===== src/rtl/mem_request_arbiter_if.sv =====
// Request/response and RAM-side signals of the memory request arbiter.
// The arbiter connects through the slave modport. The control unit and the
// RAM model connect through the master modport.
interface mem_request_arbiter_if;
  // Control unit requests
  logic        instrread;
  logic [31:0] pcAddrIn;
  logic        memread;
  logic        memwrite;
  logic [31:0] daddr;
  logic [31:0] dstore;
  // Control unit responses
  logic        ihit;
  logic        dhit;
  logic [31:0] instr;
  logic [31:0] dload;
  // Unified RAM port
  logic        ram_ren;
  logic        ram_wen;
  logic [31:0] ram_addr;
  logic [31:0] ram_store;
  logic [31:0] ram_load;
  logic        ram_ready;

  modport slave (
    input  instrread, pcAddrIn, memread, memwrite, daddr, dstore,
    input  ram_load, ram_ready,
    output ihit, dhit, instr, dload,
    output ram_ren, ram_wen, ram_addr, ram_store
  );

  modport master (
    output instrread, pcAddrIn, memread, memwrite, daddr, dstore,
    output ram_load, ram_ready,
    input  ihit, dhit, instr, dload,
    input  ram_ren, ram_wen, ram_addr, ram_store
  );
endinterface


===== src/rtl/mem_request_arbiter.sv =====
// Arbitrates fetch and data requests onto a single-ported unified RAM.
// It serves one access at a time and gives priority to data requests. A burst
// counter makes sure a pending fetch is served after MAX_DBURST data grants.
// A watchdog aborts an access when the RAM does not respond. Every output is
// registered.
module mem_request_arbiter #(
  parameter int MAX_DBURST  = 4,
  parameter int TIMEOUT_CYC = 64   // legal range 2..255
) (
  input  logic                   CLK,
  input  logic                   nRST,
  mem_request_arbiter_if.slave   bus,
  output logic                   timeout_err
);

  localparam int CNT_W = ($clog2(MAX_DBURST + 1) > 3) ? $clog2(MAX_DBURST + 1) : 3;
  localparam logic [CNT_W-1:0] DBURST_MAX = CNT_W'(MAX_DBURST);
  localparam logic [7:0]       WD_LAST    = 8'(TIMEOUT_CYC - 1);

  typedef enum logic [1:0] {IDLE, ACCESS, RESP} state_t;
  typedef enum logic [1:0] {K_I, K_DR, K_DW} kind_t;

  state_t           state;
  kind_t            kind;
  logic [CNT_W-1:0] dburst_cnt;
  logic [7:0]       wd_cnt;

  logic data_req;
  logic data_grant;
  logic fetch_grant;

  // Grant decode for IDLE. Data wins unless a fetch has waited through a full burst.
  assign data_req    = bus.memread | bus.memwrite;
  assign data_grant  = data_req && !(bus.instrread && (dburst_cnt == DBURST_MAX));
  assign fetch_grant = bus.instrread && !data_grant;

  // Access sequencer: grant, RAM handshake with watchdog, one-cycle hit.
  // NOTE: all state and outputs update with non-blocking assignments. Every
  // read inside this block therefore sees the value from before the edge.
  always_ff @(posedge CLK or negedge nRST) begin
    if (!nRST) begin
      state         <= IDLE;
      kind          <= K_I;
      dburst_cnt    <= '0;
      wd_cnt        <= '0;
      timeout_err   <= 1'b0;
      bus.ihit      <= 1'b0;
      bus.dhit      <= 1'b0;
      bus.instr     <= '0;
      bus.dload     <= '0;
      bus.ram_ren   <= 1'b0;
      bus.ram_wen   <= 1'b0;
      bus.ram_addr  <= '0;
      bus.ram_store <= '0;
    end else begin
      unique case (state)
        IDLE: begin
          if (data_grant) begin
            // A read together with a write is served as a store.
            kind          <= bus.memwrite ? K_DW : K_DR;
            bus.ram_addr  <= bus.daddr & ~32'h3;
            bus.ram_store <= bus.dstore;
            bus.ram_wen   <= bus.memwrite;
            bus.ram_ren   <= ~bus.memwrite;
            wd_cnt        <= '0;
            state         <= ACCESS;
            if (!bus.instrread)
              dburst_cnt <= '0;
            else if (dburst_cnt != DBURST_MAX)
              dburst_cnt <= dburst_cnt + 1'b1;
          end else if (fetch_grant) begin
            kind         <= K_I;
            bus.ram_addr <= bus.pcAddrIn & ~32'h3;
            bus.ram_ren  <= 1'b1;
            bus.ram_wen  <= 1'b0;
            wd_cnt       <= '0;
            dburst_cnt   <= '0;
            state        <= ACCESS;
          end
        end

        ACCESS: begin
          if (bus.ram_ready) begin
            bus.ram_ren <= 1'b0;
            bus.ram_wen <= 1'b0;
            state       <= RESP;
            unique case (kind)
              K_I: begin
                bus.instr <= bus.ram_load;
                bus.ihit  <= 1'b1;
              end
              K_DR: begin
                bus.dload <= bus.ram_load;
                bus.dhit  <= 1'b1;
              end
              default: bus.dhit <= 1'b1;
            endcase
          end else if (wd_cnt == WD_LAST) begin
            // The RAM has not answered. Abort without a hit. The request is
            // still held, so IDLE arbitrates it again.
            bus.ram_ren <= 1'b0;
            bus.ram_wen <= 1'b0;
            timeout_err <= 1'b1;
            state       <= IDLE;
          end else begin
            wd_cnt <= wd_cnt + 1'b1;
          end
        end

        RESP: begin
          bus.ihit <= 1'b0;
          bus.dhit <= 1'b0;
          state    <= IDLE;
        end

        default: state <= IDLE;
      endcase
    end
  end

endmodule

===== src/flat_wrapper.sv =====
// flat-port wrapper written by rule: the top's interface ports become plain ports
module mem_request_arbiter_flat 
#(
  parameter int MAX_DBURST  = 4,
  parameter int TIMEOUT_CYC = 64                        
)
  (CLK, nRST, timeout_err, bus_instrread, bus_pcAddrIn, bus_memread, bus_memwrite, bus_daddr, bus_dstore, bus_ram_load, bus_ram_ready, bus_ihit, bus_dhit, bus_instr, bus_dload, bus_ram_ren, bus_ram_wen, bus_ram_addr, bus_ram_store);
  mem_request_arbiter_if bus_i ();
  input  logic CLK;
  input  logic nRST;
  output logic timeout_err;
  input wire logic [$bits(bus_i.instrread)-1:0] bus_instrread;
  input wire logic [$bits(bus_i.pcAddrIn)-1:0] bus_pcAddrIn;
  input wire logic [$bits(bus_i.memread)-1:0] bus_memread;
  input wire logic [$bits(bus_i.memwrite)-1:0] bus_memwrite;
  input wire logic [$bits(bus_i.daddr)-1:0] bus_daddr;
  input wire logic [$bits(bus_i.dstore)-1:0] bus_dstore;
  input wire logic [$bits(bus_i.ram_load)-1:0] bus_ram_load;
  input wire logic [$bits(bus_i.ram_ready)-1:0] bus_ram_ready;
  output wire logic [$bits(bus_i.ihit)-1:0] bus_ihit;
  output wire logic [$bits(bus_i.dhit)-1:0] bus_dhit;
  output wire logic [$bits(bus_i.instr)-1:0] bus_instr;
  output wire logic [$bits(bus_i.dload)-1:0] bus_dload;
  output wire logic [$bits(bus_i.ram_ren)-1:0] bus_ram_ren;
  output wire logic [$bits(bus_i.ram_wen)-1:0] bus_ram_wen;
  output wire logic [$bits(bus_i.ram_addr)-1:0] bus_ram_addr;
  output wire logic [$bits(bus_i.ram_store)-1:0] bus_ram_store;
  assign bus_i.instrread = bus_instrread;
  assign bus_i.pcAddrIn = bus_pcAddrIn;
  assign bus_i.memread = bus_memread;
  assign bus_i.memwrite = bus_memwrite;
  assign bus_i.daddr = bus_daddr;
  assign bus_i.dstore = bus_dstore;
  assign bus_i.ram_load = bus_ram_load;
  assign bus_i.ram_ready = bus_ram_ready;
  assign bus_ihit = bus_i.ihit;
  assign bus_dhit = bus_i.dhit;
  assign bus_instr = bus_i.instr;
  assign bus_dload = bus_i.dload;
  assign bus_ram_ren = bus_i.ram_ren;
  assign bus_ram_wen = bus_i.ram_wen;
  assign bus_ram_addr = bus_i.ram_addr;
  assign bus_ram_store = bus_i.ram_store;
  mem_request_arbiter #(.MAX_DBURST(MAX_DBURST), .TIMEOUT_CYC(TIMEOUT_CYC)) u_core (.CLK(CLK), .nRST(nRST), .bus(bus_i), .timeout_err(timeout_err));
endmodule

===== config.mk =====
export PLATFORM = sky130hd
export DESIGN_NAME = mem_request_arbiter_flat
export DESIGN_NICKNAME = d
export VERILOG_FILES = /design/src/rtl/mem_request_arbiter_if.sv /design/src/rtl/mem_request_arbiter.sv /design/src/flat_wrapper.sv
export SDC_FILE = /design/constraint.sdc
export NUM_CORES = 1
export LEC_CHECK = 0
export BUFFER_PORTS_ARGS = -buffer_cell sky130_fd_sc_hd__buf_2
export CAP_MARGIN = 30
export CORE_MARGIN = 2
export CORE_UTILIZATION = 48
export CTS_CLUSTER_SIZE = 12
export DETAILED_ROUTE_END_ITERATION = 10
export GPL_ROUTABILITY_DRIVEN = 0
export PLACE_DENSITY = 0.78
export SLEW_MARGIN = 20
export SYNTH_ARGS = -nofsm -noshare
export SYNTH_HDL_FRONTEND = slang
export SYNTH_SLANG_ARGS = --single-unit

===== constraint.sdc =====
create_clock -name CLK -period 2.3 [get_ports CLK]
set_input_delay 0.46 -clock CLK [delete_from_list [all_inputs] [get_ports CLK]]
set_output_delay 0.46 -clock CLK [all_outputs]
set_load 0.01 [all_outputs]

==> run metrics, run 1 <==
core area=12500 um2; Layout Nets=845; Reg2Reg Setup Slack=0.30 ns; P per Cell Area=1410 nW/um2; r2r endpoint=u_core.bus.ram_store[0]; yosys warns=0; largest net degree at the start of global routing=57; worst skew pair latency=0.42 ns; outcome=complete, no violations; IO Pins=267; first-pass GRT wire length=21.2 mm; Root Buffer=clkbuf_16; WHS Path Cells=2; vias per cell=4.97; Peak VDD IR=0.657 mV; clk buf depth=2; Leakage=4.19 nW; Final setup viols=0; CTS buffer count=17; Crit path required time=2.59 ns; max-slew violation count=0; CTS tree=built; crit end category=register; Mapped Avg Cell Area=13.8 um2; Yosys reg bits=146; ANT nets after route=0; worst min-delay path class=input port to register; RSZ-0062 raised after global routing=no; gr ovfl total=0; Layout Area Growth over Synthesis=34.1%; Max Fclk=499 MHz; initial core utilization=0.489; WS Path Type=register to register; 1st-pass router iterations=4; Cells after Synth=444; total track usage=0.204; via count=4438; post-synthesis sequential area ratio=0.597; Die Area=13700 um2; antenna fix cells=0; post-synthesis instance area=6120 um2; Post-CTS Setup Bufs=0; worst-path fanout max=32; Worst slew margin=0.662; vias in the first global route=4334; crit start category=register; initial antenna violation count=0; async set-or-reset flop fraction in the synthesized netlist=1.00; H-tree depth=4; Routed WL=13.9 mm; Detail Placement HPWL=10.2 mm; Yosys cell types=45; reg2reg path depth=7; input/output buffers=260; final hold vios=0; die height=117 um; Tmin final=2.00 ns; final worst-path setup slack=0.297 ns; CTS clk-pin slew, worst paths=0.06 ns; chip width=117 um; row cnt=41; DRC Markers=0; Hold Path End=u_core.bus.dload[0]; share of cells above drive strength 1=0.470; First DRT Iteration DRCs=224; most common library cell in the layout ignoring fill and taps=buf_2; r2r startpoint=u_core.dburst_cnt[0]; Synth Flop Type=dfrtp_1; worst-margin pin slew=0.508 ns; Worst Skew=0.00363 ns; part of the cycle the worst path needs=0.871; cts hold-fix bufs=1; Place WS=0.319 ns; CTS resizes=0; number of synthesized flops with an enable pin=0; most frequent cells in the layout=buf_2 (259), dfrtp_1 (146), mux2_1 (66); Hold Startpoint=bus_ram_load[0]; CP arrival=2.30 ns; post-DR wirelength/cell=15.6 um; max-cap viol count=0; Total Neg Setup Slack=0 ns; clk sink count=146
area by class of cell:
type / instances / area (um2)
Sequential cell: 146 / 3650
Clock buffer: 19 / 453
Fill cell: 991 / 4310
Timing Repair Buffer: 269 / 1440
Tap cell: 172 / 215
Inverter: 7 / 26.3
Multi-Input combinational cell: 267 / 2280
Clock inverter: 13 / 134
metrics by stage:
step / hold slack [ns] / instance area, um2 / total power, mW / std cells / utilization
2_1_floorplan: 0.164 / 6120 / 7.18 / 445 / -
4_1_cts: 0.246 / 8210 / 11.7 / 893 / 0.656
3_5_place_dp: 0.447 / 7610 / 8.97 / 860 / 0.608
3_3_place_gp: 0.436 / 7610 / 8.74 / 860 / 0.608
6_report: 0.263 / 8210 / 11.6 / 893 / 0.656
5_1_grt: 0.252 / 8210 / 12.3 / 893 / 0.656
flip-flops by register name (all words and copies together), names as in the netlist, 2 cells and up:
name                  cells
u_core.bus.dload         32
u_core.bus.instr         32
u_core.bus.ram_addr      30
u_core.bus.ram_store     32
u_core.dburst_cnt         3
u_core.kind               2
u_core.state              2
u_core.wd_cnt             8
cells by family after synthesis:
kind of cell | count (synthesis) | synth area share
AOI/OAI and AO/OA | 64 | 0.0607
adders and majority gates | 3 | 0.00613
buffers and inverters | 32 | 0.0329
DFF | 146 | 0.597
muxes | 127 | 0.246
other | 1 | 0.000613
and+or+nand+nor | 71 | 0.0568
layer usage:
metal  part of all wire  global-route usage  wire, um
met1               0.39               0.230      5470
met2               0.50               0.350      6990
met3              0.081              0.0680      1130
met4              0.022              0.0933       306
met5                  0                   0         0
synth_stat cells, types with 3 or more instances:
library cell	n	share of area
a21o_1	3	0.0037
nand2_1	40	0.025
nor2_1	6	0.0037
or3_1	3	0.0031
clkbuf_1	5	0.0031
o21ai_1	40	0.033
mux2i_1	31	0.051
buf_12	3	0.0098
mux2_4	30	0.074
ha_1	3	0.0061
o21ai_0	3	0.0025
a31oi_1	3	0.0031
dfrtp_1	146	0.60
inv_1	6	0.0037
nand3_1	5	0.0041
buf_2	14	0.011
mux2_1	66	0.12
how the worst max path moves through the flow:
stage | startpoint | to | slack (ns) | depth (start not counted)
2_1_floorplan | u_core.dburst_cnt[0] | u_core.bus.ram_store[10] | 0.52 | 8
3_3_place_gp | u_core.dburst_cnt[0] | u_core.bus.ram_store[31] | 0.39 | 7
3_5_place_dp | u_core.dburst_cnt[0] | u_core.bus.ram_store[0] | 0.32 | 7
4_1_cts | u_core.dburst_cnt[0] | u_core.bus.ram_store[0] | 0.28 | 7
5_1_grt | u_core.dburst_cnt[0] | u_core.bus.ram_store[0] | 0.20 | 7
6_report | u_core.dburst_cnt[0] | u_core.bus.ram_store[0] | 0.30 | 7
worst max-delay path: stages (launching register included):
cell	delay (ns)
dfrtp_1	0.39
inv_1	0.06
ha_1	0.21
nand3_2	0.12
o21ai_4	0.07
or3_2	0.45
buf_12	0.20
mux2_1	0.35
report_power, final:
group	internal (mW)	leakage (nW)	switching (mW)	total [mW]
sequential	3.80	1.77	0.702	4.50
clock	1.65	0.285	1.06	2.71
combinational	2.19	2.13	2.20	4.40
total	7.64	4.19	3.97	11.6
(Power assumes the default switching activity.)
==> run 2: changes to the inputs <==
--- a/config.mk
+++ b/config.mk
@@ -12,8 +12,10 @@
 export CTS_CLUSTER_SIZE = 12
 export DETAILED_ROUTE_END_ITERATION = 10
 export GPL_ROUTABILITY_DRIVEN = 0
+export GPL_TIMING_DRIVEN = 0
 export PLACE_DENSITY = 0.78
-export SLEW_MARGIN = 20
+export RECOVER_POWER = 25
+export SLEW_MARGIN = 10
 export SYNTH_ARGS = -nofsm -noshare
 export SYNTH_HDL_FRONTEND = slang
 export SYNTH_SLANG_ARGS = --single-unit
==> run 2 against run 1 <==
Net effect: the flow now finishes with violations (capacitance limit, slew limit); clock skew grew 0.0029 ns; sequential power fell by 1%; first-iteration DRC count fell by 6.3%; via count is 2.7% higher; cell count increased by 1.9%; largest power group is now combinational cells.
==> run metrics, run 2 (same netlist as run 1, synthesis figures left out) <==
Leakage=4.26 nW (was 4.19 nW); max incr delay on CP=0.40 ns (was 0.45 ns); max-slew violation count=69 (was 0); vias per cell=5.01 (was 4.97); final hold vios=0 (unchanged); post-DR wirelength/cell=15.8 um (was 15.6 um); Layout Nets=862 (was 845); largest net degree at the start of global routing=79 (was 57); die height=117 um (unchanged); Post-CTS Setup Bufs=0 (unchanged); final worst-path setup slack=0.348 ns (was 0.297 ns); antenna fix cells=0 (unchanged); outcome=finished, violations left (was complete, no violations); part of the cycle the worst path needs=0.849 (was 0.871); input/output buffers=260 (unchanged); H-tree depth=4 (unchanged); WS Path Type=register to register (unchanged); P per Cell Area=1440 nW/um2 (was 1410 nW/um2); First DRT Iteration DRCs=210 (was 224); Worst slew margin=-0.155 (was 0.662); failing checks=capacitance limit, slew limit; vias in the first global route=4592 (was 4334); most frequent cells in the layout=buf_2 (273), dfrtp_1 (146), mux2_1 (66) (was buf_2 (259), dfrtp_1 (146), mux2_1 (66)); DRC Markers=0 (unchanged); Root Buffer=clkbuf_16 (unchanged); Crit path required time=2.60 ns (was 2.59 ns); Total Neg Setup Slack=0 ns (unchanged); initial antenna violation count=0 (unchanged); CTS resizes=0 (unchanged); Finished Cell Area=8290 um2 (was 8210 um2); CTS buffer count=17 (unchanged); Peak VDD IR=0.667 mV (was 0.657 mV); max-cap viol count=1 (was 0); Inst Count DP=878 (was 860); worst min-delay path class=input port to register (unchanged); Max Fclk=512 MHz (was 499 MHz); core area=12500 um2 (unchanged); Tmin final=1.95 ns (was 2.00 ns); cts hold-fix bufs=0 (was 1); crit start category=register (unchanged); share of cells above drive strength 1=0.474 (was 0.470); Final Non-Filler Cells=910 (was 893); worst skew pair latency=0.42 ns (about the same); worst-margin pin slew=1.73 ns (was 0.508 ns); slowest stage cell on the critical path=dfrtp_1 (was or3_2); Die Area=13700 um2 (unchanged); clk sink count=146 (unchanged); initial core utilization=0.489 (unchanged); first-pass GRT wire length=22.2 mm (was 21.2 mm); most common library cell in the layout ignoring fill and taps=buf_2 (unchanged); Detail Placement HPWL=10.9 mm (was 10.2 mm); Final setup viols=0 (unchanged); gr ovfl total=0 (unchanged); placed cell area=7670 um2 (was 7610 um2); final hold slack=0.268 ns (was 0.263 ns); CTS clk-pin slew, worst paths=0.06 ns (about the same); Place WS=0.290 ns (was 0.319 ns); total track usage=0.211 (was 0.204); IO Pins=267 (unchanged); Worst Skew=0.00649 ns (was 0.00363 ns); clk buf depth=2 (unchanged); Routed WL=14.4 mm (was 13.9 mm); CP Cell Sequence=inv_1 -> ha_1 -> nand3_2 -> o21ai_2 -> or3_1 -> buf_6 -> buf_12 -> mux2_4 (was inv_1 -> ha_1 -> nand3_2 -> o21ai_4 -> or3_2 -> buf_12 -> mux2_1); row cnt=41 (unchanged); crit end category=register (unchanged); Largest regs=u_core.bus.dload (32), u_core.bus.instr (32), u_core.bus.ram_store (32) (unchanged); chip width=117 um (unchanged); via count=4557 (was 4438); ANT nets after route=0 (unchanged); 1st-pass router iterations=4 (unchanged); CP arrival=2.25 ns (was 2.30 ns); CTS tree=built (unchanged); Layout fillers=931 (was 991); worst-path fanout max=10 (was 32); Layout Area Growth over Synthesis=35.4% (was 34.1%); RSZ-0062 raised after global routing=no (unchanged)
## run 2: power by group
part / internal (mW) / total, mW / switching (mW) / leakage, nW
Clock: 1.79 / 2.86 / 1.06 / 0.299
Combinational: 2.26 / 4.59 / 2.33 / 2.18
Sequential: 3.80 / 4.45 / 0.652 / 1.77
## run 2: layout make-up
cell class	instances	area, um2	area share
Buffer	25	175	0.0211
Timing Repair Buffer	261	1330	0.160
Multi-Input combinational cell	267	2270	0.274
Clock buffer	20	467	0.0563
Sequential cell	146	3650	0.441
Tap cell	172	215	0.0260
Inverter	7	26.3	0.00317
Clock inverter	12	154	0.0186
## run 2: worst paths after layout
check / startpoint / end / slack, ns / cells past startpoint
setup / recovery: u_core.dburst_cnt[0] / u_core.bus.ram_store[12] / 0.35 / 8
hold / removal: bus_dstore[31] / u_core.bus.ram_store[31] / 0.27 / 2
setup reg to reg: u_core.dburst_cnt[0] / u_core.bus.ram_store[12] / 0.35 / 8
hold reg to reg: u_core.timeout_err / u_core.timeout_err / 0.45 / 1
max in group asynchronous: nRST / u_core.bus.ram_store[5] / 0.72 / 2
min in group asynchronous: nRST / u_core.bus.ram_addr[24] / 0.49 / 1
## run 2: layer usage
metal,part of all wire,vias up,track usage,wire [um]
li1,-,2138,-,-
met1,0.40,2204,0.247,5790
met2,0.51,191,0.365,7310
met3,0.070,24,0.0546,1010
met4,0.021,0,0.0980,297
met5,0,-,0,0
## run 2: worst max-delay path: cells and delay by family, from the launching register on
kind	cells	cell delay (ns)
adders and majority gates	1	0.20
DFF	1	0.40
AOI/OAI and AO/OA	1	0.11
buffers and inverters	3	0.37
muxes	1	0.30
and+or+nand+nor	2	0.44
## run 2: through the flow
| step | utilization | power, mW |
|---|---|---|
| global route | 0.662 | 12.6 |
| global placement | 0.610 | 8.89 |
| CTS | 0.663 | 12.0 |
| finish | 0.662 | 11.9 |
| detailed placement | 0.613 | 9.13 |
| floorplan | - | 7.18 |
==> run 3: changes to the inputs <==
--- a/config.mk
+++ b/config.mk
@@ -5,15 +5,16 @@
 export SDC_FILE = /design/constraint.sdc
 export NUM_CORES = 1
 export LEC_CHECK = 0
+export ABC_AREA = 1
 export BUFFER_PORTS_ARGS = -buffer_cell sky130_fd_sc_hd__buf_2
 export CAP_MARGIN = 30
 export CORE_MARGIN = 2
-export CORE_UTILIZATION = 48
+export CORE_UTILIZATION = 47
 export CTS_CLUSTER_SIZE = 12
 export DETAILED_ROUTE_END_ITERATION = 10
 export GPL_ROUTABILITY_DRIVEN = 0
 export GPL_TIMING_DRIVEN = 0
-export PLACE_DENSITY = 0.78
+export PLACE_DENSITY = 0.76
 export RECOVER_POWER = 25
 export SLEW_MARGIN = 10
 export SYNTH_ARGS = -nofsm -noshare
==> constraint.sdc (replaced) <==
create_clock -name CLK -period 1.95 [get_ports CLK]
set_input_delay 0.39 -clock CLK [delete_from_list [all_inputs] [get_ports CLK]]
set_output_delay 0.39 -clock CLK [all_outputs]
set_load 0.01 [all_outputs]
==> run 3 against run 2 <==
Net effect: the run now ends clean; synthesized cell count is 60% higher; maximum frequency is 11% higher; die area is 1.8% higher; clock-buffer cell count is 5 higher; largest power group unchanged; hold slack worse by 0.080 ns; highest routed layer unchanged; worst setup slack worse by 0.15 ns; largest cell class unchanged; final area is 0.66% lower; global-route usage is 5.2 points higher.
==> run metrics, run 3 <==
outcome=complete, no violations (was finished, violations left); gr ovfl total=0 (unchanged); Layout Area Growth over Synthesis=34.9% (was 35.4%); Worst Skew=0.00834 ns (was 0.00649 ns); Leakage=4.45 nW (was 4.26 nW); most frequent cell after synthesis=nand2_1 (was dfrtp_1); antenna fix cells=0 (unchanged); Post-CTS Setup Bufs=0 (unchanged); CP arrival=2.09 ns (was 2.25 ns); Finished Cell Area=8230 um2 (was 8290 um2); share of cells above drive strength 1=0.266 (was 0.474); post-synthesis sequential area ratio=0.598 (was 0.597); clk buf depth=2 (unchanged); Peak VDD IR=0.923 mV (was 0.667 mV); total track usage=0.263 (was 0.211); CTS clk-pin slew, worst paths=0.06 ns (about the same); max-slew violation count=0 (was 69); CTS tree=built (unchanged); most frequent cells in the layout=nand2_1 (266), buf_2 (219), dfrtp_1 (146) (was buf_2 (273), dfrtp_1 (146), mux2_1 (66)); H-tree depth=4 (unchanged); DRC Markers=0 (unchanged); Detail Placement HPWL=12.7 mm (was 10.9 mm); Cells after Synth=711 (was 444); vias per cell=4.96 (was 5.01); cell taking the most area after synthesis=dfrtp_1 (unchanged); First DRT Iteration DRCs=399 (was 210); Synth Flop Type=dfrtp_1 (unchanged); initial antenna violation count=0 (unchanged); max-cap viol count=0 (was 1); XOR/XNOR share of the synthesized area=0.00430 (was 0); crit start category=register (unchanged); chip width=118 um (was 117 um); worst-path fanout max=10 (unchanged); Final Non-Filler Cells=1176 (was 910); IO Pins=267 (unchanged); worst min-delay path class=input port to register (unchanged); Synth Area in Adders=0.00615 (was 0.00613); Reg2Reg Setup Slack=0.20 ns (was 0.35 ns); Worst slew margin=0.662 (was -0.155); top post-synthesis cells by count=nand2_1 (266), dfrtp_1 (146), nand3_1 (76) (was dfrtp_1 (146), mux2_1 (66), nand2_1 (40), o21ai_1 (40), mux2i_1 (31)); Yosys cell types=25 (was 45); most common library cell in the layout ignoring fill and taps=nand2_1 (was buf_2); Post-Synth Simple-Gate Area=0.261 (was 0.0568); Die Area=13900 um2 (was 13700 um2); Inst Count DP=1145 (was 878); Final setup viols=0 (unchanged); post-DR wirelength/cell=14.9 um (was 15.8 um); number of synthesized flops with an enable pin=0 (unchanged); Crit path required time=2.29 ns (was 2.60 ns); RSZ-0062 raised after global routing=no (unchanged); largest family of logic cells by synthesized area=simple AND/OR/NAND/NOR gates (was multiplexers); Routed WL=17.6 mm (was 14.4 mm); row cnt=41 (unchanged); via count=5829 (was 4557); P per Cell Area=1650 nW/um2 (was 1440 nW/um2); input/output buffers=260 (unchanged); first-pass GRT wire length=29.0 mm (was 22.2 mm); compound-cell area share of the yosys netlist=0.0885 (was 0.0607); async set-or-reset flop fraction in the synthesized netlist=1.00 (unchanged); Max Fclk=570 MHz (was 512 MHz); part of the cycle the worst path needs=0.900 (was 0.849); WS Path Type=register to register (unchanged); Mapped Avg Cell Area=8.59 um2 (was 13.8 um2); yosys warns=0 (unchanged); worst skew pair latency=0.42 ns (about the same); worst-margin pin slew=0.507 ns (was 1.73 ns); 1st-pass router iterations=5 (was 4); largest net degree at the start of global routing=91 (was 79); synth top area cells=dfrtp_1 (60%), nand2_1 (16%), nand3_1 (6.2%) (was dfrtp_1 (60%), mux2_1 (12%), mux2_4 (7.4%)); placed cell area=7660 um2 (was 7670 um2); Root Buffer=clkbuf_16 (unchanged); post-synthesis instance area=6100 um2 (was 6120 um2); multiplexer area fraction after synthesis=0 (was 0.246); vias in the first global route=5759 (was 4592); CTS buffer count=17 (unchanged); Layout Nets=1130 (was 862); die height=118 um (was 117 um); Yosys reg bits=146 (unchanged); Synth top area share=0.598 (was 0.597); Largest regs=u_core.bus.dload (32), u_core.bus.instr (32), u_core.bus.ram_store (32) (unchanged); clk sink count=146 (unchanged); final hold vios=0 (unchanged); core area=12700 um2 (was 12500 um2); Tmin final=1.75 ns (was 1.95 ns); initial core utilization=0.482 (was 0.489); ANT nets after route=0 (unchanged); crit end category=register (unchanged)
run 3: cells by family (layout without fill, tap and decap cells):
logic type | count (synthesis) | count (layout)
other | 1 | 2
buffers and inverters | 63 | 355
DFF | 146 | 146
adders and majority gates | 3 | 3
AOI/OAI and AO/OA | 106 | 106
and+or+nand+nor | 389 | 389
xor gates and xnor gates | 3 | 3
run 3: worst paths after layout:
check,depth (start not counted),endpoint,from
worst max register to register,9,u_core.bus.ram_addr[23],u_core.dburst_cnt[0]
worst max-delay path,9,u_core.bus.ram_addr[23],u_core.dburst_cnt[0]
worst min register to register,2,u_core.bus.ram_store[31],u_core.bus.ram_store[31]
max in group asynchronous,3,u_core.bus.ram_store[14],nRST
min in group asynchronous,2,u_core.bus.instr[18],nRST
worst min-delay path,3,u_core.bus.dload[7],bus_ram_load[7]
run 3: final cells by class:
type,count,area [um2]
Tap cell,172,215
Buffer,44,199
Timing Repair Buffer,262,1290
Inverter,19,71.3
Sequential cell,146,3650
Multi-Input combinational cell,503,2210
Fill cell,1119,4440
Clock inverter,5,100
Clock buffer,25,495
run 3: worst max-delay path: stages, from the launching register on:
cell	delay [ns]
dfrtp_1	0.35
inv_1	0.07
ha_1	0.20
nand3_1	0.09
nand2_1	0.17
inv_2	0.14
clkbuf_4	0.22
clkbuf_4	0.23
nand2_1	0.07
a21oi_1	0.15
run 3: power by group:
group | internal, mW | switching (mW) | total (mW)
Sequential | 4.40 | 0.730 | 5.13
Clock | 2.13 | 1.18 | 3.31
Combinational | 1.80 | 3.35 | 5.15
run 3: through the flow:
stage               power [mW]  setup TNS [ns]  setup slack, ns  hold WS [ns]   util
finish                    13.6               0            0.195         0.188  0.650
global route              14.6               0           0.0242         0.176  0.650
CTS                       13.8               0           0.0351         0.170  0.653
detailed placement        10.4          -0.679          -0.0878         0.341  0.605
global placement          10.2         -233.77            -1.61         0.449  0.602
floorplan                 8.04               0            0.391        0.0944      -
run 3: per-layer routing:
metal / share of wire / vias to the layer above / track usage
li1: - / 2855 / -
met1: 0.42 / 2731 / 0.344
met2: 0.49 / 200 / 0.416
met3: 0.062 / 43 / 0.0732
met4: 0.029 / 0 / 0.102
met5: 0 / - / 0
run 3: what timing repair did:
| item | CTS | global route |
|---|---|---|
| resized for setup | 3 | 16 |
| cloned | 0 | 0 |
| pin swaps | 0 | 0 |
| setup endpoints to repair | 14 | 65 |
| hold endpoints to repair | 56 | 0 |
| hold buffers | 1 | 0 |
